$ cat src/rtl/stc_pkg.sv
// Shared constants and helpers for the serial two's-complement negator.
// Optional feature macro used by the design: STC_OVF_EN (per-lane overflow detect).
package stc_pkg;

  localparam int unsigned DEF_WIDTH    = 8;
  localparam int unsigned DEF_CHANNELS = 4;

  // Word phase decoded from the shared bit counter
  typedef enum logic [1:0] {
    PH_FIRST = 2'd0,
    PH_MID   = 2'd1,
    PH_LAST  = 2'd2
  } phase_e;

  // Bit-counter width for a word of the given size
  function automatic int unsigned cnt_width(input int unsigned width);
    return (width < 2) ? 1 : $clog2(width);
  endfunction

  // LSB position of a lane inside the packed parallel-word bus
  function automatic int unsigned lane_lsb(input int unsigned lane, input int unsigned width);
    return lane * width;
  endfunction

endpackage

$ cat src/rtl/stc_lane.sv
// Single-lane serial negator cell: pass/negate one LSB-first bit stream,
// assemble the completed word and (with STC_OVF_EN) flag most-negative input.
module stc_lane
  import stc_pkg::*;
#(
  parameter int unsigned WIDTH = DEF_WIDTH
) (
  input  logic             clk,
  input  logic             rst,
  input  logic             i_acc,
  input  logic             i_first,
  input  logic             i_last,
  input  logic             i_bit,
  input  logic             i_neg_mask,
  output logic             o_bit,
  output logic [WIDTH-1:0] o_word,
  output logic             o_ovf
);

  logic             r_neg;
  logic             r_seen;
  logic             r_bit;
  logic [WIDTH-2:0] r_hold;
  logic [WIDTH-1:0] r_word;

  logic             w_neg;
  logic             w_seen_prev;
  logic             w_res;
  logic [WIDTH-1:0] w_shift;

  // Word-start overrides: fresh mask and cleared seen flag on the first bit
  always_comb begin
    w_neg       = i_first ? i_neg_mask : r_neg;
    w_seen_prev = i_first ? 1'b0 : r_seen;
    w_res       = (w_neg & w_seen_prev) ? ~i_bit : i_bit;
    w_shift     = {w_res, r_hold};
  end

  // Lane state: mask, seen flag, result bit, holding shifter and committed word
  always_ff @(posedge clk) begin
    if (rst) begin
      r_neg  <= 1'b0;
      r_seen <= 1'b0;
      r_bit  <= 1'b0;
      r_hold <= '0;
      r_word <= '0;
    end else if (i_acc) begin
      r_neg  <= w_neg;
      r_seen <= w_seen_prev | i_bit;
      r_bit  <= w_res;
      r_hold <= w_shift[WIDTH-1:1];
      if (i_last) begin
        r_word <= w_shift;
      end
    end
  end

  assign o_bit  = r_bit;
  assign o_word = r_word;

`ifdef STC_OVF_EN
  logic r_ovf;

  // Overflow: negating a word whose only 1 is its final bit (most-negative value)
  always_ff @(posedge clk) begin
    if (rst) begin
      r_ovf <= 1'b0;
    end else if (i_acc && i_last) begin
      r_ovf <= w_neg & i_bit & ~w_seen_prev;
    end
  end

  assign o_ovf = r_ovf;
`else
  assign o_ovf = 1'b0;
`endif

endmodule

$ cat src/rtl/serial_twos_comp_n.sv
// Multi-channel word-framed serial two's-complement negator, LSB first.
// Owns the shared bit counter and framing outputs; one stc_lane per channel.
// Optional: define STC_OVF_EN to build per-lane overflow detection (ovf tied 0 otherwise).
module serial_twos_comp_n
  import stc_pkg::*;
#(
  parameter int unsigned WIDTH    = DEF_WIDTH,
  parameter int unsigned CHANNELS = DEF_CHANNELS
) (
  input  logic                      t_clock,
  input  logic                      r,
  input  logic                      in_valid,
  input  logic [CHANNELS-1:0]       in_bit,
  input  logic [CHANNELS-1:0]       neg_mask,
  output logic                      out_valid,
  output logic [CHANNELS-1:0]       out_bit,
  output logic                      word_done,
  output logic [CHANNELS*WIDTH-1:0] out_word,
  output logic [CHANNELS-1:0]       ovf
);

  localparam int unsigned CNT_W = cnt_width(WIDTH);

  logic [CNT_W-1:0] r_cnt;
  logic             r_out_valid;
  logic             r_word_done;

  logic [CNT_W-1:0] w_cnt_next;
  phase_e           w_phase;
  logic             w_first;
  logic             w_last;

  // Decode word phase from the counter
  always_comb begin
    w_phase = PH_MID;
    if (r_cnt == '0) begin
      w_phase = PH_FIRST;
    end else if (r_cnt == CNT_W'(WIDTH - 1)) begin
      w_phase = PH_LAST;
    end
    w_first = (w_phase == PH_FIRST);
    w_last  = (w_phase == PH_LAST);
  end

  // Next counter value: advance on accepted bits, wrap after the last bit
  always_comb begin
    w_cnt_next = r_cnt;
    if (in_valid) begin
      w_cnt_next = w_last ? '0 : r_cnt + CNT_W'(1);
    end
  end

  // Shared counter and framing flags
  always_ff @(posedge t_clock) begin
    if (r) begin
      r_cnt       <= '0;
      r_out_valid <= 1'b0;
      r_word_done <= 1'b0;
    end else begin
      r_cnt       <= w_cnt_next;
      r_out_valid <= in_valid;
      r_word_done <= in_valid & w_last;
    end
  end

  assign out_valid = r_out_valid;
  assign word_done = r_word_done;

  for (genvar k = 0; k < CHANNELS; k++) begin : g_lane
    stc_lane #(
      .WIDTH (WIDTH)
    ) u_lane (
      .clk        (t_clock),
      .rst        (r),
      .i_acc      (in_valid),
      .i_first    (w_first),
      .i_last     (w_last),
      .i_bit      (in_bit[k]),
      .i_neg_mask (neg_mask[k]),
      .o_bit      (out_bit[k]),
      .o_word     (out_word[lane_lsb(k, WIDTH) +: WIDTH]),
      .o_ovf      (ovf[k])
    );
  end

endmodule

$ cat config.mk
export PLATFORM = sky130hd
export DESIGN_NAME = serial_twos_comp_n
export DESIGN_NICKNAME = d
export VERILOG_FILES = /design/src/rtl/stc_pkg.sv /design/src/rtl/stc_lane.sv /design/src/rtl/serial_twos_comp_n.sv
export SDC_FILE = /design/constraint.sdc
export NUM_CORES = 1
export LEC_CHECK = 0
export BUFFER_PORTS_ARGS = -buffer_cell sky130_fd_sc_hd__buf_2
export CORE_MARGIN = 1.5
export CORE_UTILIZATION = 45
export DETAILED_ROUTE_END_ITERATION = 7
export PLACE_DENSITY = 0.67
export REMOVE_ABC_BUFFERS = 1
export SETUP_SLACK_MARGIN = 0.05
export SKIP_LAST_GASP = 1
export SYNTH_ARGS = -nofsm -noshare
export SYNTH_HDL_FRONTEND = slang
export SYNTH_SLANG_ARGS = --single-unit
$ cat constraint.sdc
create_clock -name t_clock -period 1.7 [get_ports t_clock]
set_input_delay 0.255 -clock t_clock [delete_from_list [all_inputs] [get_ports t_clock]]
set_output_delay 0.255 -clock t_clock [all_outputs]
set_load 0.02 [all_outputs]
# Yosys cells after proc, flatten, opt, wreduce, memory -nomap -nowiden
# Index checks and enable logic that the tools add are counted.
# word_totals
word_cells	57
output_inout_bits	42
regBits	77
# classes
n_addsub	1
bitwise_logic	13
n_eq_ne	2
n_reduce_logical	3
mux	15
# op_table
operator	count
two-way mux 1 bit	12
bitwise AND 1 bit	5
two-way mux 2 bit	2
inverter 1 bit	4
OR 1 bit	4
adder 3 x 1 -> 3 bit, second input constant	1
equality test 3 bit, second input constant	1
zero test 3 bit	1
two-way mux 3 bit	1
equality test 2 bit, second input constant	1
zero test 2 bit	1
AND reduction 2 bit	1

# Longest topological paths before layout
# logic_depth
word_depth	7
ltp_mapped	7

# Hierarchy
# A second synthesis with hierarchy kept.
# unflattened
hier_cells	304
hier_area_um2	2879.0
# modules_own_cells
mod	area_per_inst_um2	cells_per_inst	seq_area_each_um2	n_inst
stc_lane	660.6	70	340.3	4
serial_twos_comp_n	236.5	24	100.1	1

# Worst setup path after synthesis
# OpenSTA, ideal clock, no wires.
# synth_path
kind	register -> register
startpoint	register r_cnt[0]
endpoint	register g_lane[0].u_lane.r_word[7]
setup_time_ns	0.091
arrival_ns	1.601
path_slack_ns	0.009
stages_incl_launch_ff	7
path_cell_list	dfxtp_1 inv_1 ha_1 nor2b_1 buf_2 or4_4 a311oi_1
# synth_via
elab_chain_cells	7
elab_cells_between_ends	11
classes_between	eq/ne: 2; mux: 5; bitwise: 1; reduce/logical: 3
# synth_lines
element	line_no	text
start, declared	serial_twos_comp_n.sv:24	logic [CNT_W-1:0] r_cnt;
start signal, assigned	serial_twos_comp_n.sv:60	r_cnt <= w_cnt_next;
equality test 3 bit	serial_twos_comp_n.sv:38	end else if (r_cnt == CNT_W'(WIDTH - 1)) begin
two-way mux 2 bit	serial_twos_comp_n.sv:38	
two-way mux 2 bit *	serial_twos_comp_n.sv:36	if (r_cnt == '0) begin
zero test 2 bit	serial_twos_comp_n.sv:41	w_first = (w_phase == PH_FIRST);
two-way mux 1 bit (on tied branches)	stc_lane.sv:33, stc_lane.sv:34	
bitwise AND 1 bit	stc_lane.sv:35	w_res = (w_neg & w_seen_prev) ? ~i_bit : i_bit;
two-way mux 1 bit	stc_lane.sv:35	
end signal, assigned	stc_lane.sv:53	r_word <= w_shift;
end, declared	stc_lane.sv:24	logic [WIDTH-1:0] r_word;
# Every way passes the cells marked *; elsewhere a longest branch is shown, timed or not.
# A chain may end at the register's enable or synchronous reset.

# Worst setup path after layout
# layout_path
startpoint	register r_cnt[0]
endpoint	register g_lane[2].u_lane.r_hold[6]
# layout_via
elab_chain_cells	7
elab_cells_between_ends	9
classes_between	eq/ne: 1; mux: 5; bitwise: 1; reduce/logical: 2
# layout_lines
element	line_no	text
equality test 3 bit	serial_twos_comp_n.sv:38	
two-way mux 2 bit	serial_twos_comp_n.sv:38	
two-way mux 2 bit *	serial_twos_comp_n.sv:36	
zero test 2 bit *	serial_twos_comp_n.sv:41	
two-way mux 1 bit (on tied branches)	stc_lane.sv:33, stc_lane.sv:34	
bitwise AND 1 bit *	stc_lane.sv:35	
two-way mux 1 bit *	stc_lane.sv:35	
end signal, assigned	stc_lane.sv:51	r_hold <= w_shift[WIDTH-1:1];
end, declared	stc_lane.sv:23	logic [WIDTH-2:0] r_hold;
# Marks and branches as above.

==> results by group <==
Timing
  • Tmin final: 1.605 ns
  • Fmax: 0.6230 GHz
  • Fin worst setup slack: 0.09496 ns
  • RSZ-0062 raised after global routing: yes
  • Final setup fails: 0
  • Worst Skew: 0.01037 ns
  • Final period utilization: 94.41%
  • Slew Viols, Final: 0
  • Final hold violation count: 0

Setup path
  • CP Launch Type: flip-flop
  • FF-to-FF path depth: 4
  • Worst setup EP type: flip-flop
  • Worst reg2reg path startpoint: r_cnt[0]
  • Reg2reg end: g_lane[2].u_lane.r_hold[6]
  • Req. time, crit path: 1.94 ns
  • CP Max Fanout: 7
  • FF-to-FF setup slack: 0.09 ns
  • CP Data Arrival Time: 1.85 ns
  • Crit Path Category: flip-flop to flip-flop

GRT
  • Vias in the first global route: 1921
  • Initial antenna violation count: 0
  • Largest net degree at the start of global routing: 46
  • Total gr overflow: 0
  • Total Routing Usage GR: 16.97%
  • First-pass GRT wire length: 8.569 mm

Placement
  • IO buf count: 48
  • Place WS: -0.06522 ns
  • Gpl congestion: 0.7082
  • Placed standard-cell area: 3057 µm²
  • HPWL Detailed: 3.441 mm

Logic synthesis
  • Mapped Cells: 309
  • Synth Cell Area: 2790 µm²
  • Post-synth top area cell: dfxtp_1
  • Top post-synthesis cells by area: dfxtp_1 (52%), mux2i_1 (10%), nand2_1 (8.7%)
  • Ys Warns: 0
  • Asr flop ratio synth: 0%
  • Sequential share of the synthesized area: 52.38%
  • Yosys reg bits: 73
  • Most numerous cell in the Yosys netlist: dfxtp_1
  • Yosys top cell area share: 52.38%
  • Main synth FF type: dfxtp_1
  • Syn_area_per_cell: 9.030 µm²
  • Number of synthesized flops with an enable pin: 0
  • Top post-synthesis cells by count: dfxtp_1 (73), nand2_1 (65), nor2_1 (35), mux2i_1 (29), a21oi_1 (28)
  • Synth unique cells: 26

Min path
  • Hold path depth: 3
  • HP Start: neg_mask[3]
  • Hold worst-path end: g_lane[3].u_lane.r_neg
  • Worst hold path class: primary input to flip-flop

Route
  • Vias per Instance: 4.949
  • Drt total wl: 5.370 mm
  • Initial DRC Count: 95
  • DR DRC count: 0
  • Routed Antenna Nets: 0
  • Drt pass-1 iters: 4
  • Via count: 2143
  • Routed WL per cell: 12.40 µm

Cells and area
  • Post-layout nets: 367
  • Share of layout cells above drive strength 1: 27.37%
  • Ant. Diodes: 0
  • Post-route cell area: 3408 µm²
  • Layout fillers: 572
  • Syn-to-layout area delta: 22.15%

Pwr
  • Leak: 1.429 nW
  • Power Total: 3.418 mW
  • Pwr/cell area: 1003 nW/µm²
  • Max IR drop VDD: 0.0004982 V

Clock tree
  • H-tree Lvls: 3
  • Clock Pin Slew Worst Setup and Hold Paths: 0.08 ns
  • Clock Latency Late Sink: 0.34 ns
  • Hold_buf cts: 0
  • CTS tree: done
  • Clock root cell: clkbuf_8
  • Number of buffers created by CTS: 9
  • Clock Sinks: 73
  • Clock Tree Buf Depth: 2

Floorplan
  • Chip Height: 81.74 µm
  • Die W: 81.74 µm
  • CORE AREA: 5956 µm²
  • Die area: 6681 µm²
  • I/O Pins: 53
  • Rows: 28
  • Initial core utilization: 46.85%

Run
  • Max cap viols: 0

Outcome
  • Status: finished clean
how the worst max path moves through the flow:
stage | cells after the start | to | start
after floorplan | 4 | g_lane[0].u_lane.o_word[7] | r_cnt[0]
after global placement | 5 | g_lane[0].u_lane.r_hold[6] | r_cnt[0]
after detailed placement | 5 | g_lane[2].u_lane.r_hold[6] | r_cnt[0]
after CTS | 4 | g_lane[1].u_lane.r_hold[6] | r_cnt[0]
after global routing | 4 | g_lane[0].u_lane.r_hold[6] | r_cnt[1]
final | 4 | g_lane[2].u_lane.r_hold[6] | r_cnt[0]
repair_timing:
action,CTS,global route
buffers inserted,2,2
pin swaps,2,8
resized for setup,9,16
endpoints found under the setup margin,8,8
cells by family (layout without fill, tap and decap cells):
logic type	after synthesis	after routing	synth area share, %
compound gates	45	45	9.776
flops	73	73	52.38
simple gates	122	122	19.10
fa+ha+maj	3	3	1.345
xor+xnor	2	2	0.6279
other cells	1	4	0.1344
mux	29	29	10.40
buf+inv	34	80	6.233
area by class of cell:
type	instances	area, µm²	area share [%]
flip-flops and latches	73	1469	43.10
inverters	2	7.507	0.2203
clock buffers	14	172.7	5.066
repair buffers	62	355.3	10.43
clock inverters	2	35.03	1.028
well taps	75	93.84	2.753
multi-input cells	205	1275	37.41
cell usage in the layout, fill, tap and decap left out, drive strengths merged:
cell / netlist / final
nor2b: 2 / 2
and3b: 1 / 1
buf: 20 / 61
o22ai: 4 / 4
nand3: 1 / 1
xnor2: 1 / 1
nand2: 65 / 65
o21a: 1 / 1
conb: 1 / 4
clkbuf: 12 / 15
bufinv: 0 / 1
nor2: 35 / 35
nor3: 1 / 1
clkinv: 0 / 1
and3: 1 / 1
dfxtp: 73 / 73
or4: 4 / 4
ha: 3 / 3
nand2b: 12 / 12
o31ai: 4 / 4
xor2: 1 / 1
a21oi: 28 / 28
inv: 2 / 2
mux2i: 29 / 29
a311oi: 8 / 8
worst max-delay path, cell delays in order, from the launching register on:
cell and delay (ns):
dfxtp_4 0.40, ha_4 0.14, and3b_2 0.25, or4_4 0.51, a311oi_2 0.21
state kept, by name, indices dropped and copies added (netlist names):
register,cells
r_cnt,3
g_lane.u_lane.o_word,32
out_valid,1
word_done,1
g_lane.u_lane.r_seen,4
g_lane.u_lane.r_hold,28
g_lane.u_lane.r_neg,4
where the power goes:
part	switching [mW]	total (mW)	internal [mW]
Sequential	0.0326	1.78	1.75
Clock	0.597	1.39	0.798
Combinational	0.140	0.245	0.105
metal layers:
layer | up-vias | share of wire (%) | track usage, %
met1 | 983 | 48 | 21.41
met4 | 0 | 1.7 | 10.17
met5 | - | 0 | 0
met3 | 9 | 3.6 | 3.444
li1 | 1108 | - | -
met2 | 43 | 47 | 26.64
per-stage QoR:
stage	utilization (%)	hold WS, ns	instances	setup TNS [ns]
2_1_floorplan	-	0.3241	280	0
3_3_place_gp	51.32	0.4407	413	0
3_5_place_dp	51.32	0.4424	413	-0.3459
4_1_cts	55.59	0.1582	431	0
5_1_grt	57.23	0.1785	433	0
6_report	57.23	0.1653	433	0
No activity file was read; power rests on OpenSTA's default activity.
